<file path="config.mk">
export PLATFORM = sky130hd
export DESIGN_NAME = sprite_frame_scheduler
export DESIGN_NICKNAME = d
export VERILOG_FILES = /design/src/rtl/sprite_sched_pkg.sv /design/src/rtl/sprite_slot_table.sv /design/src/rtl/sprite_frame_scheduler.sv
export SDC_FILE = /design/constraint.sdc
export NUM_CORES = 1
export LEC_CHECK = 0
export BUFFER_PORTS_ARGS = -buffer_cell sky130_fd_sc_hd__buf_2
export CAP_MARGIN = 15
export CORE_MARGIN = 4
export CORE_UTILIZATION = 45
export DETAILED_ROUTE_END_ITERATION = 6
export GPL_TIMING_DRIVEN = 0
export PLACE_DENSITY_LB_ADDON = 0.15
export SLEW_MARGIN = 40
export SYNTH_ARGS = -nofsm -noshare
export SYNTH_HDL_FRONTEND = slang
export SYNTH_SLANG_ARGS = --single-unit
export TNS_END_PERCENT = 20
</file>
<file path="constraint.sdc">
create_clock -name clk -period 3.07 [get_ports clk]
set_input_delay 0.1535 -clock clk [delete_from_list [all_inputs] [get_ports clk]]
set_output_delay 0.1535 -clock clk [all_outputs]
set_load 0.05 [all_outputs]
</file>
<file path="src/rtl/sprite_sched_pkg.sv">
// Shared types, constants and command-word helpers for the sprite frame scheduler.
// Optional status/overrun logic in the top is enabled by defining SPRITE_SCHED_STATUS_EN.
package sprite_sched_pkg;

  localparam int          N_SLOTS  = 8;
  localparam int          SLOT_AW  = 3;
  localparam logic [9:0]  V_ACTIVE = 10'd480;

  typedef enum logic [1:0] {
    IDLE  = 2'd0,
    FLUSH = 2'd1,
    SWAP  = 2'd2,
    DONE  = 2'd3
  } state_t;

  localparam logic [3:0] INFO_SWAP   = 4'hF;
  localparam logic [3:0] INFO_UPDATE = 4'h1;

  // Command word field positions
  localparam int COMP_MSB  = 31;
  localparam int COMP_LSB  = 26;
  localparam int CHILD_LSB = 21;
  localparam int INFO_LSB  = 17;
  localparam int TYPE_LSB  = 14;
  localparam int SEL_BIT   = 13;

  localparam logic [31:0] SEL_MASK = 32'h0000_2000;

  // Buffer-swap command for one component, targeting buffer sel.
  function automatic logic [31:0] make_swap_word(input logic [5:0] comp_id, input logic sel);
    return {comp_id, 5'd0, INFO_SWAP, 3'd0, sel, 13'd0};
  endfunction

  // Slot payload with the buffer-select bit overridden to sel.
  function automatic logic [31:0] make_update_word(input logic [31:0] slot_word, input logic sel);
    return (slot_word & ~SEL_MASK) | (sel ? SEL_MASK : 32'd0);
  endfunction

endpackage

</file>
<file path="src/rtl/sprite_slot_table.sv">
// Per-sprite slot table: N_SLOTS entries of {valid, command payload}.
// One write port, one asynchronous read port; a read returns the stored
// value even when the same entry is being written in that cycle.
module sprite_slot_table
  import sprite_sched_pkg::*;
(
  input  logic               clk,
  input  logic               reset,
  input  logic               wr_en,
  input  logic [SLOT_AW-1:0] wr_addr,
  input  logic [31:0]        wr_data,
  input  logic [SLOT_AW-1:0] rd_addr,
  output logic               rd_valid,
  output logic [31:0]        rd_data
);

  logic [32:0] mem_r [N_SLOTS];

  // Storage: clear all entries on reset, a zero comp_id marks the slot invalid.
  always_ff @(posedge clk or negedge reset) begin
    if (!reset) begin
      for (int i = 0; i < N_SLOTS; i++) begin
        mem_r[i] <= 33'd0;
      end
    end else if (wr_en) begin
      mem_r[wr_addr] <= {(wr_data[COMP_MSB:COMP_LSB] != 6'd0), wr_data};
    end
  end

  assign rd_valid = mem_r[rd_addr][32];
  assign rd_data  = mem_r[rd_addr][31:0];

endmodule

</file>
<file path="src/rtl/sprite_frame_scheduler.sv">
// Sprite frame scheduler: at each vblank start flushes valid slots into the
// display back buffer, then broadcasts buffer-swap commands to the flushed
// components. Define SPRITE_SCHED_STATUS_EN for the status word
// (busy, sticky overrun, front_sel, frame counter).
module sprite_frame_scheduler
  import sprite_sched_pkg::*;
(
  input  logic               clk,
  input  logic               reset,
  input  logic               host_write,
  input  logic [SLOT_AW-1:0] host_address,
  input  logic [31:0]        host_writedata,
  input  logic [9:0]         hcount,
  input  logic [9:0]         vcount,
  output logic [31:0]        disp_writedata,
  output logic               sched_busy,
  output logic               frame_done,
  output logic [31:0]        status_readdata
);

  localparam logic [SLOT_AW-1:0] LAST_IDX = SLOT_AW'(N_SLOTS - 1);

  state_t             state_r;
  logic [SLOT_AW-1:0] idx_r;
  logic [31:0]        disp_r;
  logic               busy_r;
  logic               done_r;
  logic               front_sel_r;
  logic               vb_r;
  logic               vb_d_r;
  logic [5:0]         swap_id_r [N_SLOTS];
  logic [N_SLOTS-1:0] swap_vld_r;

  logic               trigger_s;
  logic [SLOT_AW-1:0] nxt_idx_s;
  logic [SLOT_AW-1:0] rd_addr_s;
  logic               rd_valid_s;
  logic [31:0]        rd_data_s;
  logic [31:0]        upd_word_s;
  logic [31:0]        swp_word_s;
  logic               hcount_unused_s;

  assign hcount_unused_s = ^hcount;

  // Words are registered together with the state, so the table is read one
  // slot ahead of the index currently on the bus.
  assign nxt_idx_s = idx_r + 3'd1;
  assign rd_addr_s = (state_r == FLUSH) ? nxt_idx_s : {SLOT_AW{1'b0}};

  sprite_slot_table u_table (
    .clk      (clk),
    .reset    (reset),
    .wr_en    (host_write),
    .wr_addr  (host_address),
    .wr_data  (host_writedata),
    .rd_addr  (rd_addr_s),
    .rd_valid (rd_valid_s),
    .rd_data  (rd_data_s)
  );

  // Next update/swap words, targeting the current back buffer.
  always_comb begin
    upd_word_s = 32'd0;
    swp_word_s = 32'd0;
    if (rd_valid_s) begin
      upd_word_s = make_update_word(rd_data_s, ~front_sel_r);
    end else begin
      upd_word_s = 32'd0;
    end
    if (state_r == FLUSH) begin
      swp_word_s = swap_vld_r[0] ? make_swap_word(swap_id_r[0], ~front_sel_r) : 32'd0;
    end else begin
      swp_word_s = swap_vld_r[nxt_idx_s] ? make_swap_word(swap_id_r[nxt_idx_s], ~front_sel_r) : 32'd0;
    end
  end

  // Vblank edge detector: one trigger per frame.
  always_ff @(posedge clk or negedge reset) begin
    if (!reset) begin
      vb_r   <= 1'b0;
      vb_d_r <= 1'b0;
    end else begin
      vb_r   <= (vcount == V_ACTIVE);
      vb_d_r <= vb_r;
    end
  end

  assign trigger_s = vb_r & ~vb_d_r;

  // Scheduler FSM with registered bus word, busy and done outputs.
  always_ff @(posedge clk or negedge reset) begin
    if (!reset) begin
      state_r     <= IDLE;
      idx_r       <= {SLOT_AW{1'b0}};
      disp_r      <= 32'd0;
      busy_r      <= 1'b0;
      done_r      <= 1'b0;
      front_sel_r <= 1'b0;
      swap_vld_r  <= {N_SLOTS{1'b0}};
      for (int i = 0; i < N_SLOTS; i++) begin
        swap_id_r[i] <= 6'd0;
      end
    end else begin
      case (state_r)
        IDLE: begin
          done_r <= 1'b0;
          disp_r <= 32'd0;
          if (trigger_s) begin
            state_r       <= FLUSH;
            idx_r         <= {SLOT_AW{1'b0}};
            busy_r        <= 1'b1;
            disp_r        <= upd_word_s;
            swap_id_r[0]  <= rd_data_s[COMP_MSB:COMP_LSB];
            swap_vld_r[0] <= rd_valid_s;
          end
        end
        FLUSH: begin
          if (idx_r == LAST_IDX) begin
            state_r <= SWAP;
            idx_r   <= {SLOT_AW{1'b0}};
            disp_r  <= swp_word_s;
          end else begin
            idx_r                 <= nxt_idx_s;
            disp_r                <= upd_word_s;
            swap_id_r[nxt_idx_s]  <= rd_data_s[COMP_MSB:COMP_LSB];
            swap_vld_r[nxt_idx_s] <= rd_valid_s;
          end
        end
        SWAP: begin
          if (idx_r == LAST_IDX) begin
            state_r <= DONE;
            idx_r   <= {SLOT_AW{1'b0}};
            disp_r  <= 32'd0;
            done_r  <= 1'b1;
          end else begin
            idx_r  <= nxt_idx_s;
            disp_r <= swp_word_s;
          end
        end
        DONE: begin
          state_r     <= IDLE;
          idx_r       <= {SLOT_AW{1'b0}};
          disp_r      <= 32'd0;
          done_r      <= 1'b0;
          busy_r      <= 1'b0;
          front_sel_r <= ~front_sel_r;
        end
        default: begin
          state_r <= IDLE;
          idx_r   <= {SLOT_AW{1'b0}};
          disp_r  <= 32'd0;
          done_r  <= 1'b0;
          busy_r  <= 1'b0;
        end
      endcase
    end
  end

  assign disp_writedata = disp_r;
  assign sched_busy     = busy_r;
  assign frame_done     = done_r;

`ifdef SPRITE_SCHED_STATUS_EN
  logic        overrun_r;
  logic [15:0] frame_cnt_r;

  // Sticky overrun on a trigger while busy; frame counter counts DONE states.
  always_ff @(posedge clk or negedge reset) begin
    if (!reset) begin
      overrun_r   <= 1'b0;
      frame_cnt_r <= 16'd0;
    end else begin
      if (trigger_s && (state_r != IDLE)) begin
        overrun_r <= 1'b1;
      end else if (host_write && (host_address == {SLOT_AW{1'b0}}) && (host_writedata == 32'd0)) begin
        overrun_r <= 1'b0;
      end
      if (state_r == DONE) begin
        frame_cnt_r <= frame_cnt_r + 16'd1;
      end
    end
  end

  assign status_readdata = {busy_r, overrun_r, front_sel_r, 13'd0, frame_cnt_r};
`else
  assign status_readdata = 32'd0;
`endif

endmodule

</file>
# Word level (Yosys, flattened, before mapping)
# Cells that the tools add are included.
# totals
ram_bits	0
reg_bits	362
elab_cells	110
rom_bits	0
input_bits	58
latch_bits	0
n_memories	0
output_inout_bits	66
# op_classes
n_eq_ne	9
mux	44
mul	0
bitwise	8
n_addsub	1
reduce_logical	15
n_shift	0
magnitude_cmp	7
div_mod_pow	0
# ops
cell	count
264-bit bitwise mux	1
32-bit 2-to-1 mux	7
32-bit one-hot mux with 4 select lines	1
33-bit binary-select mux with 3-bit select	1
33-bit demux with 3-bit select	1
33-bit 2-to-1 mux	3
48-bit bitwise mux	1
48-bit 2-to-1 mux	1
32-bit by 14-bit OR with 32-bit output	1
6-bit 2-to-1 mux	4
6-bit binary-select mux with 3-bit select	1
6-bit demux with 3-bit select	1
14-bit 2-to-1 mux	1
4-bit >= comparator (second input constant)	3
3-bit NOT with 4-bit output	3
6-bit one-hot mux with 2 select lines	1
10-bit by 9-bit == test with 1-bit output (second input constant)	1
3-bit 2-to-1 mux	3
3-bit one-hot mux with 3 select lines	1
8-bit bitwise mux	1
4-bit by 1-bit less-than comparator with 1-bit output (second input constant)	2
2-bit one-hot mux with 4 select lines	1
1-bit 2-to-1 mux	6
2-bit 2-to-1 mux	3
other kinds (20)	35

# Logic depth before layout (Yosys ltp)
# depth
ltp_word	10
mapped_depth	11
mapped_depth_nobuf	7

# Modules after synthesis
# From an unflattened synthesis, not the netlist that was laid out.
# unflattened
cells_unflattened	1049
area_unflattened_um2	16374.5
# by_module_without_submodules
mod	n_inst	seq_area_each_um2	cells_each	area_per_inst_um2
sprite_slot_table	1	6606.3	694	11805.1
sprite_frame_scheduler	1	2452.4	355	4569.4

# Worst setup path after synthesis
# OpenSTA, ideal clock, no wires.
# synth_timing
kind	reg2reg
from	register idx_r[0]
to	register swap_id_r[42] (netlist bit)
setup_ns	0.125
t_required_ns	2.945
synth_period_minus_slack_ns	2.251
stages_incl_launch_ff	8
path_slack_ns	0.819
n_path_buf	2
t_arrival_ns	2.126
path_cell_list	dfrtp_1 -> ha_1 -> ha_1 -> buf_6 -> buf_12 -> or3_1 -> a21oi_2 -> mux2_2
# synth_between
elab_chain_cells	9
elab_cells_between_ends	19
cone_classes	1 x add/sub; 2 x order compare; 2 x eq/ne; 10 x mux; 2 x bitwise; 2 x reduce/logical
# synth_rtl
element	line	text
start: declaration	sprite_frame_scheduler.sv:24	logic [SLOT_AW-1:0] idx_r;
start signal: assignment	sprite_frame_scheduler.sv:94	idx_r <= {SLOT_AW{1'b0}};
start signal: assignment	sprite_frame_scheduler.sv:110	idx_r <= {SLOT_AW{1'b0}};
start signal: assignment	sprite_frame_scheduler.sv:120	idx_r <= {SLOT_AW{1'b0}};
3-bit by 1-bit adder with 3-bit output	sprite_frame_scheduler.sv:47	assign nxt_idx_s = idx_r + 3'd1;
3-bit NOT with 4-bit output (not written as such) / 3-bit 2-to-1 mux (equally long branches)	sprite_frame_scheduler.sv:125, sprite_frame_scheduler.sv:48	
4-bit >= comparator (not written as such) (tied with other cells)	sprite_frame_scheduler.sv:125	swap_id_r[nxt_idx_s] <= rd_data_s[COMP_MSB:COMP_LSB];
1-bit logical AND (not written as such) / 33-bit binary-select mux with 3-bit select (equally long branches)	sprite_frame_scheduler.sv:125, sprite_slot_table.sv:31	
6-bit 2-to-1 mux (not written as such) / 33-bit 2-to-1 mux (equally long branches)	--	
6-bit demux with 3-bit select / 33-bit 2-to-1 mux (equally long branches)	--	
48-bit bitwise mux	sprite_frame_scheduler.sv:125	
48-bit 2-to-1 mux	sprite_frame_scheduler.sv:118	if (idx_r == LAST_IDX) begin
6-bit one-hot mux with 2 select lines	sprite_frame_scheduler.sv:104	case (state_r)
end signal: indexed assignment	sprite_frame_scheduler.sv:125	
end: declaration	sprite_frame_scheduler.sv:31	logic [5:0] swap_id_r [N_SLOTS];
# Several ways; a longest one is shown, not always the timed one. The select of a mux whose other input is x is not followed.
# A chain may end at the register's enable or synchronous reset.

# Final worst setup path
# layout_timing
from	register idx_r[0]
to	register disp_r[2], in the netlist disp_writedata[2]
# layout_between
elab_chain_cells	10
elab_cells_between_ends	13
cone_classes	1 x add/sub; 1 x eq/ne; 9 x mux; 2 x bitwise
# layout_rtl
element	line	text
3-bit by 1-bit adder with 3-bit output	sprite_frame_scheduler.sv:47	
3-bit 2-to-1 mux	sprite_frame_scheduler.sv:48	assign rd_addr_s = (state_r == FLUSH) ? nxt_idx_s : {SLOT_AW{1'b0}};
3-bit NOT with 4-bit output (not written as such)	sprite_slot_table.sv:30, sprite_slot_table.sv:31	
33-bit binary-select mux with 3-bit select	sprite_slot_table.sv:30, sprite_slot_table.sv:31	
33-bit 2-to-1 mux (not written as such) (2 in a row)	sprite_slot_table.sv:30	assign rd_valid = mem_r[rd_addr][32];
32-bit by 14-bit OR with 32-bit output	sprite_sched_pkg.sv:36	return (slot_word & ~SEL_MASK) | (sel ? SEL_MASK : 32'd0);
32-bit 2-to-1 mux	sprite_frame_scheduler.sv:65	if (rd_valid_s) begin
32-bit 2-to-1 mux, on equally long branches	sprite_frame_scheduler.sv:118, sprite_frame_scheduler.sv:108	
32-bit one-hot mux with 4 select lines (*)	sprite_frame_scheduler.sv:104	
end signal: assignment	sprite_frame_scheduler.sv:112	disp_r <= upd_word_s;
end signal: assignment	sprite_frame_scheduler.sv:121	disp_r <= swp_word_s;
end signal: assignment	sprite_frame_scheduler.sv:124	disp_r <= upd_word_s;
end: declaration	sprite_frame_scheduler.sv:25	logic [31:0] disp_r;
# Mark *: on every way between the ends. The rest lies on a longest branch, timed or not. The select of a mux whose other input is x is not followed.

==> flow_metrics.py <==
metrics = {
    "cts": {
        "numCtsBuffers": 39,
        "cts_max_level": 2,
        "cts_setup_buffers": 0,
        "cts_buffer_depth": 3,
        "cts.clk_slew.worst_paths_ns": 0.06,
        "cts_tree": "done",
        "root_buffer": "clkbuf_16",
        "cts_sinks": 354,
        "clk_latency_ns": 0.53,
    },
    "synthesis": {
        "synth.top_cell.area_share": 0.5551,
        "netlist_instances": 1138,
        "synth_xor_area_frac": 0.0005488,
        "syn_area_um2": 15960,
        "synthSimpleGateAreaFrac": 0.04782,
        "muxShareOfSynthArea": 0.2797,
        "synth_ff_type": "dfrtp_1",
        "yosysTopAreaCell": "dfrtp_1",
        "synth_top_family_by_area": "multiplexers",
        "synth_warnings": 0,
        "synthTopCellsByArea": "dfrtp_1 (56%), mux2_2 (22%), mux4_2 (4.9%)",
        "synth.avg_cell_area_um2": 14.02,
        "synth_fa_ha_area_frac": 0.004704,
        "ys_types": 53,
        "synth_edf_count": 0,
        "synth_compound_gate_area_share": 0.06978,
        "synth-async-reset-ratio": 1.000,
        "synth_seq_cells": 354,
        "ys_seq_area_frac": 0.5551,
    },
    "critical_path": {
        "cp.arrival_ns": 3.38,
        "crit_type": "register to register",
        "endpoint_kind": "register",
        "regToRegSetupSlack_ns": 0.13,
        "cp.required_ns": 3.51,
        "start_kind": "register",
        "path_max_fanout": 10,
    },
    "floorplan": {
        "floorplan.die_area_um2": 38540,
        "die_x_um": 196.3,
        "die_height_um": 196.3,
        "initial_core_util": 0.4586,
        "core_um2": 34800,
        "design.portCount": 124,
        "row_count": 68,
    },
    "timing": {
        "finalHoldViolCount": 0,
        "rsz0062_at_grt": "false",
        "fin_ws_ns": 0.1340,
        "final_max_slew_viol_count": 0,
        "setup_viol": 0,
        "worstMarginPinSlew_ns": 0.8539,
        "skew_ns": 0.02161,
        "fmax_ghz": 0.3406,
        "min_period_over_period": 0.9563,
        "finalCriticalPeriod_ns": 2.936,
        "slew_headroom": 0.4307,
    },
    "global_route": {
        "grt.overflow.total": 0,
        "grt_pass1_wl_um": 63090,
        "grt_max_degree": 74,
        "grt_usage": 0.2090,
        "antenna_found_initial": 1,
        "grt_pass1_vias": 10650,
    },
    "routing": {
        "viasPerCell": 5.575,
        "drtIter0Drc": 491,
        "drtPass1Iterations": 4,
        "ant_nets": 0,
        "drc_errors": 0,
        "wl_per_cell_um": 22.13,
        "totalWireLength_um": 39970,
        "num_vias": 10070,
    },
    "pwr": {
        "power_mw": 17.14,
        "powerDensity_nw_per_um2": 914.2,
        "vdd_drop_max_v": 0.0004790,
        "power.leakage_nw": 8.319,
    },
    "final_layout": {
        "stdcell_count": 1806,
        "num-nets-final": 1383,
        "syn2layout_area_growth_pct": 17.50,
        "drive_gt1_frac": 0.4370,
    },
    "place": {
        "place_inst": 1705,
        "finalWeightedCongestion": 0.7805,
        "dpl.hpwl_um": 26220,
        "numPortBuffers": 76,
        "place_ws_ns": 0.1679,
    },
    "status": {
        "run_status": "finished, final reports clean",
    },
    "min_path": {
        "hold_path_class": "input pin to register",
    },
    "job": {
        "drv_cap": 0,
    },
}
## flip-flops by register name (all words and copies together) (netlist names)
| register | count |
|---|---|
| u_table.mem_r | 256 |
| swap_id_r | 48 |
| disp_writedata | 32 |
| swap_vld_r | 8 |
| idx_r | 3 |
| state_r | 2 |
| frame_done | 1 |
| front_sel_r | 1 |
| sched_busy | 1 |
| vb_d_r | 1 |
| vb_r | 1 |
## logic make-up after synthesis
kind of cell    count (synthesis)
mux                           364
flops                         354
compound gates                157
simple gates                  142
buf+inv                       113
fa+ha+maj                       6
other cells                     1
xor+xnor                        1
## synthesized netlist by cell type, types with 2 or more instances
| master | n |
|---|---|
| buf_2 | 38 |
| mux2_2 | 306 |
| clkbuf_1 | 27 |
| mux4_2 | 35 |
| dfrtp_1 | 354 |
| nor2_1 | 39 |
| o211ai_1 | 20 |
| buf_4 | 37 |
| nand3_1 | 16 |
| a221o_1 | 6 |
| nand2_1 | 44 |
| a21o_1 | 4 |
| a31o_2 | 4 |
| nand4b_1 | 4 |
| nor3b_2 | 2 |
| ha_1 | 6 |
| mux2i_1 | 23 |
| buf_6 | 6 |
| nand4_1 | 2 |
| nor4_4 | 2 |
| nor2b_1 | 5 |
| a221oi_1 | 4 |
| o221ai_1 | 26 |
| nor3_2 | 7 |
| and2_1 | 3 |
| nand2b_1 | 8 |
| o22ai_1 | 26 |
| a21oi_1 | 15 |
| a22o_1 | 7 |
| or3_1 | 2 |
| inv_1 | 4 |
| a211oi_1 | 4 |
| o21ai_0 | 32 |
## critical path, cell delays in order, from the launching register on
cell and delay [ns]:
dfrtp_1 0.38, ha_1 0.20, ha_1 0.28, buf_6 0.15, inv_1 0.10, buf_2 0.36, clkbuf_1 0.64, o22ai_1 0.19
o211ai_1 0.18, o21ai_0 0.17, nor2_1 0.21
## cell type report
class                   count  area (µm²)
fillers                  2999       16050
flip-flops and latches    354        8859
multi-input cells         702        6545
clock buffers              59        1182
repair buffers            109       808.3
plain buffers             109       658.1
well taps                 455       569.3
clock inverters            13       112.6
inverters                   4       15.01
diodes                      1       2.502
## metrics by stage
| stage | TNS (ns) | hold WS, ns | utilization | area (µm²) |
|---|---|---|---|---|
| after global routing | 0 | 0.01207 | 0.5389 | 18750 |
| after floorplan | 0 | -0.1421 | - | 16080 |
| after global placement | -1836.34 | 0.3245 | 0.4892 | 17030 |
| final | 0 | 0.007467 | 0.5389 | 18750 |
| after detailed placement | 0 | 0.07111 | 0.4935 | 17170 |
| after CTS | 0 | 0.002752 | 0.5388 | 18750 |
## worst paths after layout
path                                       from                             end  cells past startpoint
max                        idx_r[0]$_DFFE_PN0N_     disp_writedata[2]$_DFF_PN0_                     10
min reg2reg                      vb_r$_DFF_PN0_                vb_d_r$_DFF_PN0_                      0
max reg2reg                idx_r[0]$_DFFE_PN0N_     disp_writedata[2]$_DFF_PN0_                     10
min                          host_writedata[28]   u_table.mem_r[61]$_DFFE_PN0P_                      2
min in group asynchronous                 reset  u_table.mem_r[159]$_DFFE_PN0P_                      2
max in group asynchronous                 reset   u_table.mem_r[78]$_DFFE_PN0P_                      5
## layer usage
layer	track usage	share of wire	wire, µm	vias up
met5	0	0	0	-
li1	-	-	-	4524
met2	0.3563	0.50	19890	199
met1	0.2838	0.44	17560	5295
met3	0.03280	0.044	1751	51
met4	0.04991	0.019	761	0
## cells in the final DEF (no fill, tap or decap), drive strengths merged, types with 2 or more instances in the layout
master and n:
a211oi 4, a21o 4, a21oi 16, a221o 6, a221oi 4, a22o 7, a31o 4, and2 3
buf 163, clkbuf 86, clkinv 11, conb 32, dfrtp 354, dlygate4sd3 28, ha 6, inv 5
mux2 306, mux2i 23, mux4 35, nand2 44, nand2b 8, nand3 17, nand4 2, nand4b 5
nor2 39, nor2b 5, nor3 8, nor3b 2, nor4 3, o211ai 21, o21ai 33, o221ai 26
o22ai 26, or3 3
## report_power, final
group / internal, mW / leakage, nW / switching, mW
logic: 2.58 / 3.32 / 3.50
registers: 5.85 / 4.35 / 0.561
clock network: 2.76 / 0.647 / 1.89
total: 11.2 / 8.32 / 5.95
## repair_timing
action	4_1_cts	5_1_grt
resized for setup	0	3
endpoints found under the hold margin	365	0
setup endpoints to repair	0	3
hold buffers	28	0
(Power assumes the default switching activity.)
